[src/rtl/spi_pkg.sv]
// Shared types and constants for the SPI slave controller: FSM states, frame opcodes, default width.
package spi_pkg;

  localparam int ADDR_SIZE_DEFAULT = 8;

  typedef enum logic [2:0] {
    IDLE,
    CHK_CMD,
    WRITE,
    READ_ADD,
    READ_DATA
  } state_e;

  localparam logic [1:0] OP_WR_ADDR = 2'b00;
  localparam logic [1:0] OP_WR_DATA = 2'b01;
  localparam logic [1:0] OP_RD_ADDR = 2'b10;
  localparam logic [1:0] OP_RD_DATA = 2'b11;

  // True when a completed frame's opcode belongs to the state that received it.
  function automatic logic op_matches(input state_e st, input logic [1:0] op);
    case (st)
      WRITE:     return (op == OP_WR_ADDR) || (op == OP_WR_DATA);
      READ_ADD:  return op == OP_RD_ADDR;
      READ_DATA: return op == OP_RD_DATA;
      default:   return 1'b0;
    endcase
  endfunction

endpackage

[src/rtl/spi_tx_shifter.sv]
// Read-data serializer: load captures a word, each shift edge drives the next bit MSB first on miso.
// miso is registered (bit appears the edge after shift is sampled) and is 0 on any edge without shift.
module spi_tx_shifter #(
  parameter int WIDTH = 8
) (
  input  logic             clk,
  input  logic             rst_n,
  input  logic             load,
  input  logic             shift,
  input  logic [WIDTH-1:0] tx_dat,
  output logic             miso
);

  logic [WIDTH-1:0] sr_q, sr_d;
  logic             miso_q, miso_d;

  always_comb begin
    sr_d   = sr_q;
    miso_d = 1'b0;
    if (load) begin
      sr_d = tx_dat;
    end else if (shift) begin
      miso_d = sr_q[WIDTH-1];
      sr_d   = {sr_q[WIDTH-2:0], 1'b0};
    end
  end

  always_ff @(posedge clk) begin
    if (!rst_n) begin
      sr_q   <= '0;
      miso_q <= 1'b0;
    end else begin
      sr_q   <= sr_d;
      miso_q <= miso_d;
    end
  end

  assign miso = miso_q;

endmodule

[src/rtl/spi_slave_ctrl.sv]
// SPI slave framer: command bit + ADDR_SIZE+2 frame bits -> rx_data/rx_valid one edge after the last bit;
// read-data frames then wait for tx_valid and serialize tx_data on miso. SPI_CTRL_CMD_CHECK_EN enables opcode checking.
module spi_slave_ctrl
  import spi_pkg::*;
#(
  parameter int ADDR_SIZE = ADDR_SIZE_DEFAULT
) (
  input  logic                 clk,
  input  logic                 rst_n,
  input  logic                 ss_n,
  input  logic                 mosi,
  output logic                 miso,
  output logic [ADDR_SIZE+1:0] rx_data,
  output logic                 rx_valid,
  input  logic [ADDR_SIZE-1:0] tx_data,
  input  logic                 tx_valid,
  output logic                 cmd_err
);

  localparam int FW    = ADDR_SIZE + 2;
  localparam int CNT_W = $clog2(2 * ADDR_SIZE + 5);

  // Counter phases inside a frame state: bits in, completion, post/await, bits out, done.
  localparam logic [CNT_W-1:0] CNT_DONE = CNT_W'(FW);
  localparam logic [CNT_W-1:0] CNT_POST = CNT_W'(FW + 1);
  localparam logic [CNT_W-1:0] CNT_END  = CNT_W'(FW + 2 + ADDR_SIZE);

  state_e           state_q, state_d;
  logic [CNT_W-1:0] cnt_q, cnt_d;
  logic [FW-1:0]    sr_q, sr_d;
  logic [FW-1:0]    rx_data_q, rx_data_d;
  logic             rx_valid_q, rx_valid_d;
  logic             rd_addr_seen_q, rd_addr_seen_d;
  logic             in_frame, frame_done, op_good;
  logic             tx_load, tx_shift;

  assign in_frame   = (state_q == WRITE) || (state_q == READ_ADD) || (state_q == READ_DATA);
  assign frame_done = in_frame && !ss_n && (cnt_q == CNT_DONE);

`ifdef SPI_CTRL_CMD_CHECK_EN
  logic cmd_err_q, cmd_err_d;

  assign op_good = op_matches(state_q, sr_q[FW-1 -: 2]);

  always_comb begin
    cmd_err_d = frame_done && !op_good;
  end

  always_ff @(posedge clk) begin
    if (!rst_n) begin
      cmd_err_q <= 1'b0;
    end else begin
      cmd_err_q <= cmd_err_d;
    end
  end

  assign cmd_err = cmd_err_q;
`else
  assign op_good = 1'b1;
  assign cmd_err = 1'b0;
`endif

  always_comb begin
    state_d        = state_q;
    cnt_d          = cnt_q;
    sr_d           = sr_q;
    rx_data_d      = rx_data_q;
    rx_valid_d     = 1'b0;
    rd_addr_seen_d = rd_addr_seen_q;
    tx_load        = 1'b0;
    tx_shift       = 1'b0;

    case (state_q)
      IDLE: begin
        cnt_d = '0;
        if (!ss_n) state_d = CHK_CMD;
      end

      CHK_CMD: begin
        cnt_d = '0;
        if (ss_n)                state_d = IDLE;
        else if (!mosi)          state_d = WRITE;
        else if (rd_addr_seen_q) state_d = READ_DATA;
        else                     state_d = READ_ADD;
      end

      default: begin
        // Deselect aborts any phase: partial frame and read-out are dropped, rd_addr_seen kept.
        if (ss_n) begin
          state_d = IDLE;
          cnt_d   = '0;
        end else if (cnt_q < CNT_DONE) begin
          sr_d  = {sr_q[FW-2:0], mosi};
          cnt_d = cnt_q + 1'b1;
        end else if (frame_done) begin
          if (op_good) begin
            cnt_d      = cnt_q + 1'b1;
            rx_data_d  = sr_q;
            rx_valid_d = 1'b1;
            if (state_q == READ_ADD) rd_addr_seen_d = 1'b1;
          end else begin
            state_d = IDLE;
            cnt_d   = '0;
          end
        end else if (state_q != READ_DATA) begin
          state_d = IDLE;
          cnt_d   = '0;
        end else if (cnt_q == CNT_POST) begin
          if (tx_valid) begin
            tx_load = 1'b1;
            cnt_d   = cnt_q + 1'b1;
          end
        end else if (cnt_q < CNT_END) begin
          tx_shift = 1'b1;
          cnt_d    = cnt_q + 1'b1;
        end else begin
          state_d        = IDLE;
          cnt_d          = '0;
          rd_addr_seen_d = 1'b0;
        end
      end
    endcase
  end

  always_ff @(posedge clk) begin
    if (!rst_n) begin
      state_q        <= IDLE;
      cnt_q          <= '0;
      sr_q           <= '0;
      rx_data_q      <= '0;
      rx_valid_q     <= 1'b0;
      rd_addr_seen_q <= 1'b0;
    end else begin
      state_q        <= state_d;
      cnt_q          <= cnt_d;
      sr_q           <= sr_d;
      rx_data_q      <= rx_data_d;
      rx_valid_q     <= rx_valid_d;
      rd_addr_seen_q <= rd_addr_seen_d;
    end
  end

  spi_tx_shifter #(
    .WIDTH (ADDR_SIZE)
  ) u_tx_shifter (
    .clk    (clk),
    .rst_n  (rst_n),
    .load   (tx_load),
    .shift  (tx_shift),
    .tx_dat (tx_data),
    .miso   (miso)
  );

  assign rx_data  = rx_data_q;
  assign rx_valid = rx_valid_q;

endmodule

[config.mk]
export PLATFORM = sky130hd
export DESIGN_NAME = spi_slave_ctrl
export DESIGN_NICKNAME = d
export VERILOG_FILES = /design/src/rtl/spi_pkg.sv /design/src/rtl/spi_tx_shifter.sv /design/src/rtl/spi_slave_ctrl.sv
export SDC_FILE = /design/constraint.sdc
export NUM_CORES = 1
export LEC_CHECK = 0
export BUFFER_PORTS_ARGS = -buffer_cell sky130_fd_sc_hd__buf_2
export CORE_UTILIZATION = 30
export CTS_CLUSTER_SIZE = 30
export DETAILED_ROUTE_END_ITERATION = 7
export GPL_TIMING_DRIVEN = 0
export MAX_ROUTING_LAYER = met4
export SLEW_MARGIN = 20
export SYNTH_ARGS = -nofsm -noshare
export SYNTH_HDL_FRONTEND = slang
export SYNTH_SLANG_ARGS = --single-unit
[constraint.sdc]
create_clock -name clk -period 3.29 [get_ports clk]
set_input_delay 0.658 -clock clk [delete_from_list [all_inputs] [get_ports clk]]
set_output_delay 0.658 -clock clk [all_outputs]
set_load 0.1 [all_outputs]
# Word level (Yosys, flattened, before mapping)
# Cells that the tools add are included.
[totals] elab_cells=87 regBits=39 out_inout_bits=13 in_bits=13
[op_classes] n_eq_ne=17 reduce_logical=15 n_bitwise=5 order_cmp=2 n_mux=39 addsub=1
[ops] op="2-to-1 mux 3 bit" n=10
[ops] op="2-to-1 mux 5 bit" n=6
[ops] op="2-to-1 mux 1 bit" n=20
[ops] op="2-to-1 mux 8 bit" n=2
[ops] op="equality test 5 x 4 -> 1 bit, second input constant" n=2
[ops] op="!= test 5 x 3 -> 1 bit, second input constant" n=2
[ops] op="!= test 2 bit, second input constant" n=4
[ops] op="!= test 4 x 2 -> 1 bit, second input constant" n=2
[ops] op="AND reduction 7 bit" n=1
[ops] op="equality test 3 x 2 -> 1 bit, second input constant" n=2
[ops] op="case mux 3 bit (2 select lines)" n=1
[ops] op="adder 5 x 1 -> 5 bit, second input constant" n=1
[ops] op="< comparator 5 x 4 -> 1 bit, second input constant" n=1
[ops] op="< comparator 5 bit, second input constant" n=1
[ops] op="!= test 5 bit, second input constant" n=1
[ops] op="NOT 1 bit" n=5
[ops] op="AND reduction 5 bit" n=1
[ops] op="OR reduction 5 bit" n=1
[ops] op="AND reduction 4 bit" n=1
[ops] op="OR reduction 4 bit" n=1
[ops] op="equality test 3 x 1 -> 1 bit, second input constant" n=1
[ops] op="equality test 3 bit, second input constant" n=1
[ops] op="logical NOT 3 bit" n=1
[ops] op="!= test 3 bit, second input constant" n=1
[ops] op="other kinds (8)" n=10

# Longest topological paths before layout
# Gate-level depths: netlist of the first run.
[depth] ltp_word=11 mapped_depth=7 mapped_depth_nobuf=6

# By module
# Synthesis of the first run repeated with hierarchy kept, for this count alone.
[unflattened] hier_cells=199 area_unflattened_um2=1903.1
[modules_own_cells] mod="spi_slave_ctrl" seq_area_each_um2=600.6 instances=1 area_each_um2=1452.6 cells_per_inst=162
[modules_own_cells] mod="spi_tx_shifter" seq_area_each_um2=180.2 instances=1 area_each_um2=450.4 cells_per_inst=37

# Worst setup path before layout of the first run
# No wires, ideal clock.
[synth_timing] path_kind="input to register" start="in ss_n" end="reg u_tx_shifter.sr_q[0]" setup_ps=132 path_stages=4 slack_ps=1486 arrival_ps=1672 required_ps=3158 path_buffers=0 cell_sequence="nor4b_1 nand4_1 o211ai_1 a21oi_1"
[synth_via] elab_chain_cells=8 word_cells_on_any_way=13 cone_classes="9 x mux; 4 x reduce/logical"
[synth_rtl] item="start: declaration" line="spi_slave_ctrl.sv:10" source="input logic ss_n,"
[synth_rtl] item="logical NOT 1 bit"
[synth_rtl] item="logical AND 1 bit (2 in a row)" line="spi_slave_ctrl.sv:38" source="assign frame_done = in_frame && !ss_n && (cnt_q == CNT_DONE);"
[synth_rtl] item="2-to-1 mux 1 bit" line="spi_slave_ctrl.sv:95" source="end else if (frame_done) begin"
[synth_rtl] item="2-to-1 mux 1 bit" line="spi_slave_ctrl.sv:92" source="end else if (cnt_q < CNT_DONE) begin"
[synth_rtl] item="2-to-1 mux 1 bit" line="spi_slave_ctrl.sv:89" source="if (ss_n) begin"
[synth_rtl] item="2-to-1 mux 1 bit" line="spi_slave_ctrl.sv:73" source="case (state_q)"
[synth_rtl] item="2-to-1 mux 8 bit / nonzero test 2 bit (equally long branches)"
[synth_rtl] item="end signal: assignment" line="spi_tx_shifter.sv:33" source="sr_q <= sr_d;"
[synth_rtl] item="end: declaration" line="spi_tx_shifter.sv:14" source="logic [WIDTH-1:0] sr_q, sr_d;"
# Parallel ways exist; a longest one is shown, timed or not.
# A chain may end at the register's enable or synchronous reset.

# Worst setup path after layout of the first run
[layout_timing] start="reg cnt_q[0]" end="reg state_q[2]"
[layout_via] elab_chain_cells=4 word_cells_on_any_way=10 cone_classes="2 x order compare; 6 x eq/ne; 2 x reduce/logical"
[layout_rtl] item="start: declaration" line="spi_slave_ctrl.sv:29" source="logic [CNT_W-1:0] cnt_q, cnt_d;"
[layout_rtl] item="start signal: assignment" line="spi_slave_ctrl.sv:135" source="cnt_q <= cnt_d;"
[layout_rtl] item="branches (longest 3 deep; another with < comparator 5 bit)"
[layout_rtl] item="AND reduction 5 bit (no source line) *"
[layout_rtl] item="end signal: assignment" line="spi_slave_ctrl.sv:134" source="state_q <= state_d;"
[layout_rtl] item="end: declaration" line="spi_slave_ctrl.sv:28" source="state_e state_q, state_d;"
# Mark *: on every way between the ends.

==> impl_results.md, run 1 <==
- Final Cell Area: between 0.002 and 0.0025 sq mm
- Critical Path AT: between 2 and 2.5 ns
- Setup Crit Path Kind: flop to flop
- HPWL Detailed: ~2800 um
- Die footprint: a little over 0.006 sq mm
- Slowest cell on the critical path: o31ai_1
- Global-route wire length before repair: ~6700 um
- Sequential cell area fraction in the yosys report: 44.0%
- Maximum buffer depth of the clock tree: 2
- Iteration-0 DRC Markers: ~120
- Critical Path Max Stage Delay: about 0.73 ns
- Area delta synth->final: 17.9%
- Total Wirelength: 3910 um
- R2r startpoint: cnt_q[0]$_SDFFE_PP0P_
- Crit path max fanout: 6
- Post-Synth Adder-Cell Area: under 10%
- Die width: between 70 and 80 um
- Worst hold path startpoint: u_tx_shifter.sr_q[7]$_SDFFE_PN0P_
- Pwr dens: 431 mW/mm^2
- GRT Resource Usage Total: approximately 14%
- Final Hold Vio Count: 0
- Pre-CTS setup slack: 0.890 ns
- Async SR Flop Fraction: 0%
- Post-CTS setup buffer count: 0
- Final worst-path cycle share: between 60% and 70%
- IO Port Bufs: 23
- Ports: 26
- Largest family of logic cells by synthesized area: simple AND/OR/NAND/NOR gates
- Hold endpoint: u_tx_shifter.miso$_SDFF_PP0_
- WL/cell: ~13 um
- CP Launch Type: flop
- Vias: roughly 1.6k
- Total Power: between 0.9 and 1 mW
- Synthesized cell area: approximately 0.0018 sq mm
- FMAX: between 400 and 500 MHz
- Fraction of final layout cells sized beyond drive strength 1: between 10% and 20%
- Slew at the pin closest to its max-slew limit: ~0.83 ns
- Num Clock Sinks: 39
- Initial antenna violation count: 0
- Post-Synth Simple-Gate Area: 22.4%
- Layout Cells excl Fill: approximately 310
- # rows: 27
- Hold Path Stages: 2
- Drt first pass iters: 4
- Total Nets Final: 250
- Syn nets: 220
- Main synth FF type: dfxtp_1
- Worst skew pair latency: 0.29 ns
- Clk slew on worst S/H paths: ~0.080 ns
- # hold bufs at CTS: 0
- Number of CTS-inserted buffers: 5
- Xor-xnor portion of the synthesized cell area: less than 1%
- Starting density of the core: between 30% and 40%
- Synth Instances: 205
- Final setup violation count: 0
- Reg2reg end: state_q[2]$_SDFFE_PN0P_
- Peak supply drop: ~0.25 mV
- Final Wtd Congestion: slightly below 0.8
- Crit-path cells: inv_1, ha_1, nor2b_1, o2111a_1, o31ai_1, o32ai_1
- Most common cell after layout, fill and taps aside: dfxtp_1
- # H-tree levels: 2
- Number of diodes: 0
- Mux cell area share after synthesis: between 5 and 6%
- R2R cell count: 6
- Root buf cell: clkbuf_8
- Leak pwr: between 0.7 and 0.8 nW
- Antenna-violating nets left: 0
- Synth Area in Compound Gates: roughly 21%
- Commonest non-fill, non-tap cells in the layout: dfxtp_1, buf_2, nand3_1, o21ai_0, a21oi_1
- CP endpoint kind: flop
- DP Area: slightly below 0.002 sq mm
- GRT overflow: 0
- Post-layout min period: between 2 and 2.5 ns
- Mean post-synth cell area: between 8 and 9 sq um
- Die H: ~79 um
- HP Class: flop to flop
- DRC Markers: 0
- CP bufs+invs: 1
- Critical path's top delay family: compound AO/OA/AOI/OAI gates
- Slew HR: 44.0%
- Max-cap violations: 0
- Core region area: roughly 0.0056 sq mm
- Inst Count DP: 300
- Worst reg-to-reg setup slack: about 1.1 ns
- Result of the run: finished, final reports clean
- Fillers: 613
- Number of global-route vias before repair: ~1.5k
- Hold WS: 0.444 ns
- Setup tns final: 0 ns
- Synth unique cells: 43
- Setup ws final: 1.12 ns
- Unrepaired setup endpoints after global routing: false
- Post-DR vias/cell: a little over 5
- WP data required: roughly 3.4 ns
- YS warnings: 0
- CTS resizes: 0
- Final Slew Violations: 0
- CTS tree: done
- Pin count of the biggest net entering global routing: 14
- Post-layout util: 37.3%
- Post-synth EDFFs: 0
- Max Clock Skew: approximately 0.0059 ns
- FF+latch count, synth: 39
## registers in the layout (all words and copies together) (netlist names)
register and count:
cnt_q 5, rd_addr_seen_q 1, rx_data 10, rx_valid 1, sr_q 10, state_q 3, u_tx_shifter.miso 1, u_tx_shifter.sr_q 8
## routing by layer
metal	GRT usage, %	vias to the layer above	wire [um]
li1	-	802	-
met1	18.3	724	1970
met2	22.0	28	1760
met3	3.22	3	145
met4	3.82	0	27
met5	-	-	0
## report_power, final
part | switching [mW] | internal, mW | leakage [nW]
Combinational | 0.0209 | 0.0110 | 0.375
Clock | 0.169 | 0.226 | 0.0581
Sequential | 0.00210 | 0.473 | 0.314
Total | 0.192 | 0.710 | 0.747
## cells in the mapped netlist (3+ instances only)
library cell / number / area share, %
o21ai_1: 6 / 1.7
nand3_1: 18 / 5.1
a31oi_1: 6 / 2.1
mux2i_1: 10 / 5.6
nand4_1: 3 / 1.1
a21oi_1: 17 / 4.8
buf_2: 3 / 0.85
o21ai_0: 17 / 4.8
nand2_1: 10 / 2.1
clkbuf_1: 6 / 1.3
nor2_1: 16 / 3.4
nor2b_1: 3 / 1.1
dfxtp_1: 39 / 44
o21a_1: 4 / 1.7
inv_1: 5 / 1.1
nor3_1: 7 / 2.0
## worst min-delay path: stages (launching register included)
cell     delay, ns
dfxtp_1       0.32
nand2_1       0.05
nor3_1        0.03
## worst max-delay path by stage
stage	startpoint	endpoint	slack (ns)	cells past startpoint
2_1_floorplan	ss_n	u_tx_shifter.sr_q[0]$_SDFFE_PN0P_	1.49	4
3_3_place_gp	ss_n	u_tx_shifter.sr_q[0]$_SDFFE_PN0P_	0.90	5
3_5_place_dp	ss_n	u_tx_shifter.sr_q[0]$_SDFFE_PN0P_	0.89	5
4_1_cts	cnt_q[0]$_SDFFE_PP0P_	state_q[2]$_SDFFE_PN0P_	1.13	6
5_1_grt	ss_n	u_tx_shifter.sr_q[0]$_SDFFE_PN0P_	0.95	5
6_report	cnt_q[0]$_SDFFE_PP0P_	state_q[2]$_SDFFE_PN0P_	1.12	6
## area by class of cell
class | count | area (sq um) | area share [%]
buffer | 13 | 67.6 | 3.23
clock buffer | 5 | 68.8 | 3.29
clock inverter | 3 | 43.8 | 2.09
inverter | 5 | 18.8 | 0.897
multi-input combinational | 148 | 907 | 43.4
sequential | 39 | 781 | 37.3
tap | 72 | 90.1 | 4.31
timing repair buffer | 23 | 115 | 5.50
## cells by family (layout without fill, tap and decap cells)
kind of cell	after synthesis	after routing
mux	10	10
other cells	1	1
xor+xnor	2	2
flops	39	39
compound gates	61	61
simple gates	72	72
fa+ha+maj	2	2
buf+inv	18	49
(Power assumes the default switching activity.)
==> run 2, diff against run 1 <==
Settings changed: ABC_AREA set to 1.
Clock period 3.29 ns to 1.9 ns, I/O delays scaled along.
==> run 2 against run 1 <==
Non-clock buffer count down 2. Global-route usage up 0.47 points. Largest cell class unchanged. Synthesized cell count up 22%. Critical path type unchanged. Fmax up 27%. Clock power up 75%.
==> impl_results.md, run 2 <==
- R2R cell count: 8 (was 6)
- Final setup violation count: 0 (unchanged)
- Total Wirelength: 4060 um (was 3910 um)
- Num Clock Sinks: 39 (unchanged)
- Hold WS: 0.348 ns (was 0.444 ns)
- Maximum buffer depth of the clock tree: 2 (unchanged)
- Post-DR vias/cell: 4.67 (was 5.06)
- GRT overflow: 0 (unchanged)
- Critical path's top delay family: simple AND/OR/NAND/NOR gates (was compound AO/OA/AOI/OAI gates)
- Post-synth EDFFs: 0 (unchanged)
- CP bufs+invs: 0 (was 1)
- Final Wtd Congestion: 0.865 (was 0.784)
- Root buf cell: clkbuf_8 (unchanged)
- Number of global-route vias before repair: 1579 (was 1450)
- Main synth FF type: dfxtp_1 (unchanged)
- Clk slew on worst S/H paths: 0.08 ns (about the same)
- HPWL Detailed: 2940 um (was 2800 um)
- CP endpoint kind: flop (unchanged)
- Die H: 80.5 um (was 78.9 um)
- Critical Path Max Stage Delay: 0.41 ns (was 0.73 ns)
- Syn nets: 266 (was 220)
- Antenna-violating nets left: 0 (unchanged)
- Die width: 80.5 um (was 78.9 um)
- WL/cell: 11.3 um (was 12.7 um)
- Post-layout min period: 1.71 ns (was 2.17 ns)
- # hold bufs at CTS: 0 (unchanged)
- Area of the multi-input gates: 881 sq um (was 907 sq um)
- Synth unique cells: 31 (was 43)
- Post-layout util: 36.7% (was 37.3%)
- DP Area: 0.00206 sq mm (was 0.00198 sq mm)
- # rows: 28 (was 27)
- Die footprint: 0.00648 sq mm (was 0.00623 sq mm)
- Setup tns final: 0 ns (unchanged)
- Number of CTS-inserted buffers: 5 (unchanged)
- Worst skew pair latency: 0.29 ns (about the same)
- Synth area leaders: dfxtp_1, a21oi_1, nand2_1 (was dfxtp_1, mux2i_1, nand3_1)
- Most common cell after layout, fill and taps aside: nand2_1 (was dfxtp_1)
- Mean post-synth cell area: 7.36 sq um (was 8.65 sq um)
- Result of the run: finished, final reports clean (unchanged)
- Crit path max fanout: 9 (was 6)
- Critical Path AT: 1.87 ns (was 2.29 ns)
- DRC Markers: 0 (unchanged)
- Sequential cell area: 781 sq um (unchanged)
- Sequential cell area fraction in the yosys report: 42.2% (was 44.0%)
- Area share of the largest cell type after synthesis: 42.2% (was 44.0%)
- HP Class: input pin to flop (was flop to flop)
- Max-cap violations: 0 (unchanged)
- Area delta synth->final: 17.7% (was 17.9%)
- FF+latch count, synth: 39 (unchanged)
- Fillers: 631 (was 613)
- Final Slew Violations: 0 (unchanged)
- Crit-path cells: ha_1, nand3_2, nor2_4, nand3_4, nand2_4, nor2_1, nor2_1, nor2_1 (was inv_1, ha_1, nor2b_1, o2111a_1, o31ai_1, o32ai_1)
- Slowest cell on the critical path: dfxtp_1 (was o31ai_1)
- Commonest non-fill, non-tap cells in the layout: nand2_1, dfxtp_1, a21oi_1, inv_1, buf_2 (was dfxtp_1, buf_2, nand3_1, o21ai_0, a21oi_1)
- Final Cell Area: 0.00217 sq mm (was 0.00209 sq mm)
- # H-tree levels: 2 (unchanged)
- Final worst-path cycle share: 89.9% (was 65.9%)
- Drt first pass iters: 4 (unchanged)
- Hold Path Stages: 3 (was 2)
- Number of diodes: 0 (unchanged)
- Vias: 1671 (was 1557)
- Cell depth of the worst setup path: 8 (was 6)
- Setup Crit Path Kind: flop to flop (unchanged)
- CTS tree: done (unchanged)
- Unrepaired setup endpoints after global routing: false (unchanged)
- CTS resizes: 0 (unchanged)
- Starting density of the core: 31.2% (was 31.6%)
- IO Port Bufs: 24 (was 23)
- WP data required: 2.06 ns (was 3.42 ns)
- GRT Resource Usage Total: 14.6% (was 14.1%)
- Peak supply drop: 0.333 mV (was 0.253 mV)
- Max Clock Skew: 0.00837 ns (was 0.00593 ns)
- Pin count of the biggest net entering global routing: 14 (unchanged)
- Slew at the pin closest to its max-slew limit: 0.549 ns (was 0.832 ns)
- Global-route wire length before repair: 7050 um (was 6750 um)
- Synth Instances: 251 (was 205)
- Total Nets Final: 297 (was 250)
- Async SR Flop Fraction: 0% (unchanged)
- YS warnings: 0 (unchanged)
- Slew HR: 63.4% (was 44.0%)
- Final Hold Vio Count: 0 (unchanged)
- Fraction of final layout cells sized beyond drive strength 1: 20.8% (was 19.9%)
- Pwr dens: 745 mW/mm^2 (was 431 mW/mm^2)
- Worst path most repeated cell: nor2_1
- Post-CTS setup buffer count: 0 (unchanged)
- Synth area leader: dfxtp_1 (unchanged)
- Synth cell count leaders: nand2_1, dfxtp_1, a21oi_1, inv_1, nand3_1 (was dfxtp_1, nand3_1, a21oi_1, o21ai_0, nor2_1)
- Initial antenna violation count: 0 (unchanged)
- Most common cell in the netlist: nand2_1 (was dfxtp_1)
- Core region area: 0.00592 sq mm (was 0.00561 sq mm)
- Iteration-0 DRC Markers: 77 (was 122)
- Ports: 26 (unchanged)
- FMAX: 585 MHz (was 462 MHz)
- CP Launch Type: flop (unchanged)
- Leak pwr: 0.869 nW (was 0.747 nW)
- Synthesized cell area: 0.00185 sq mm (was 0.00177 sq mm)
## run 2: logic make-up (layout without fill, tap and decap cells)
logic type      count (synthesis)  count (layout)  synth area share [%]
flops                          39              39                  42.2
simple gates                  110             110                  29.7
fa+ha+maj                       2               2                  1.35
buf+inv                        45              77                  10.1
xor+xnor                        2               2                 0.948
other cells                     1               1                 0.203
compound gates                 52              52                  15.4
## run 2: path summary, 6_finish.rpt
kind         slack, ns                                end                              start
max reg2reg       0.19  u_tx_shifter.sr_q[1]$_SDFFE_PN0P_              cnt_q[1]$_SDFFE_PP0P_
min               0.35  u_tx_shifter.sr_q[0]$_SDFFE_PN0P_                         tx_data[0]
max               0.19  u_tx_shifter.sr_q[1]$_SDFFE_PN0P_              cnt_q[1]$_SDFFE_PP0P_
min reg2reg       0.45       u_tx_shifter.miso$_SDFF_PP0_  u_tx_shifter.sr_q[7]$_SDFFE_PN0P_
## run 2: report_power, final
group | internal [mW] | switching, mW | leakage (nW)
Sequential | 0.829 | 0.0113 | 0.315
Clock | 0.391 | 0.298 | 0.0581
Combinational | 0.0316 | 0.0593 | 0.496
Total | 1.25 | 0.368 | 0.869
## run 2: area by class of cell
| cell class | count | area share, % |
|---|---|---|
| tap | 75 | 4.32 |
| inverter | 35 | 6.04 |
| buffer | 10 | 2.53 |
| timing repair buffer | 24 | 5.52 |
| multi-input combinational | 167 | 40.5 |
| clock buffer | 5 | 3.16 |
| sequential | 39 | 35.9 |
| clock inverter | 3 | 2.01 |
## run 2: stage by stage
stage | worst slack (ns) | cells | total power [mW]
after floorplan | 0.455 | 251 | 0.918
after global placement | 0.257 | 350 | 0.948
after detailed placement | 0.207 | 350 | 0.949
after CTS | 0.183 | 358 | 1.64
after global routing | 0.0763 | 358 | 1.69
final | 0.192 | 358 | 1.62
## run 2: worst reg2reg max path: stages, from the launching register on
cell and delay [ns]:
dfxtp_1 0.41, ha_1 0.24, nand3_2 0.13, nor2_4 0.29
nand3_4 0.17, nand2_4 0.15, nor2_1 0.05, nor2_1 0.09
nor2_1 0.04
## run 2: per-layer routing
layer	wire, um	part of all wire [%]	global-route usage (%)	up-vias
met2	1780	44	22.5	23
met4	55	1.4	4.64	0
met1	2090	52	18.7	751
li1	-	-	-	890
met5	0	0	-	-
met3	131	3.2	3.41	7
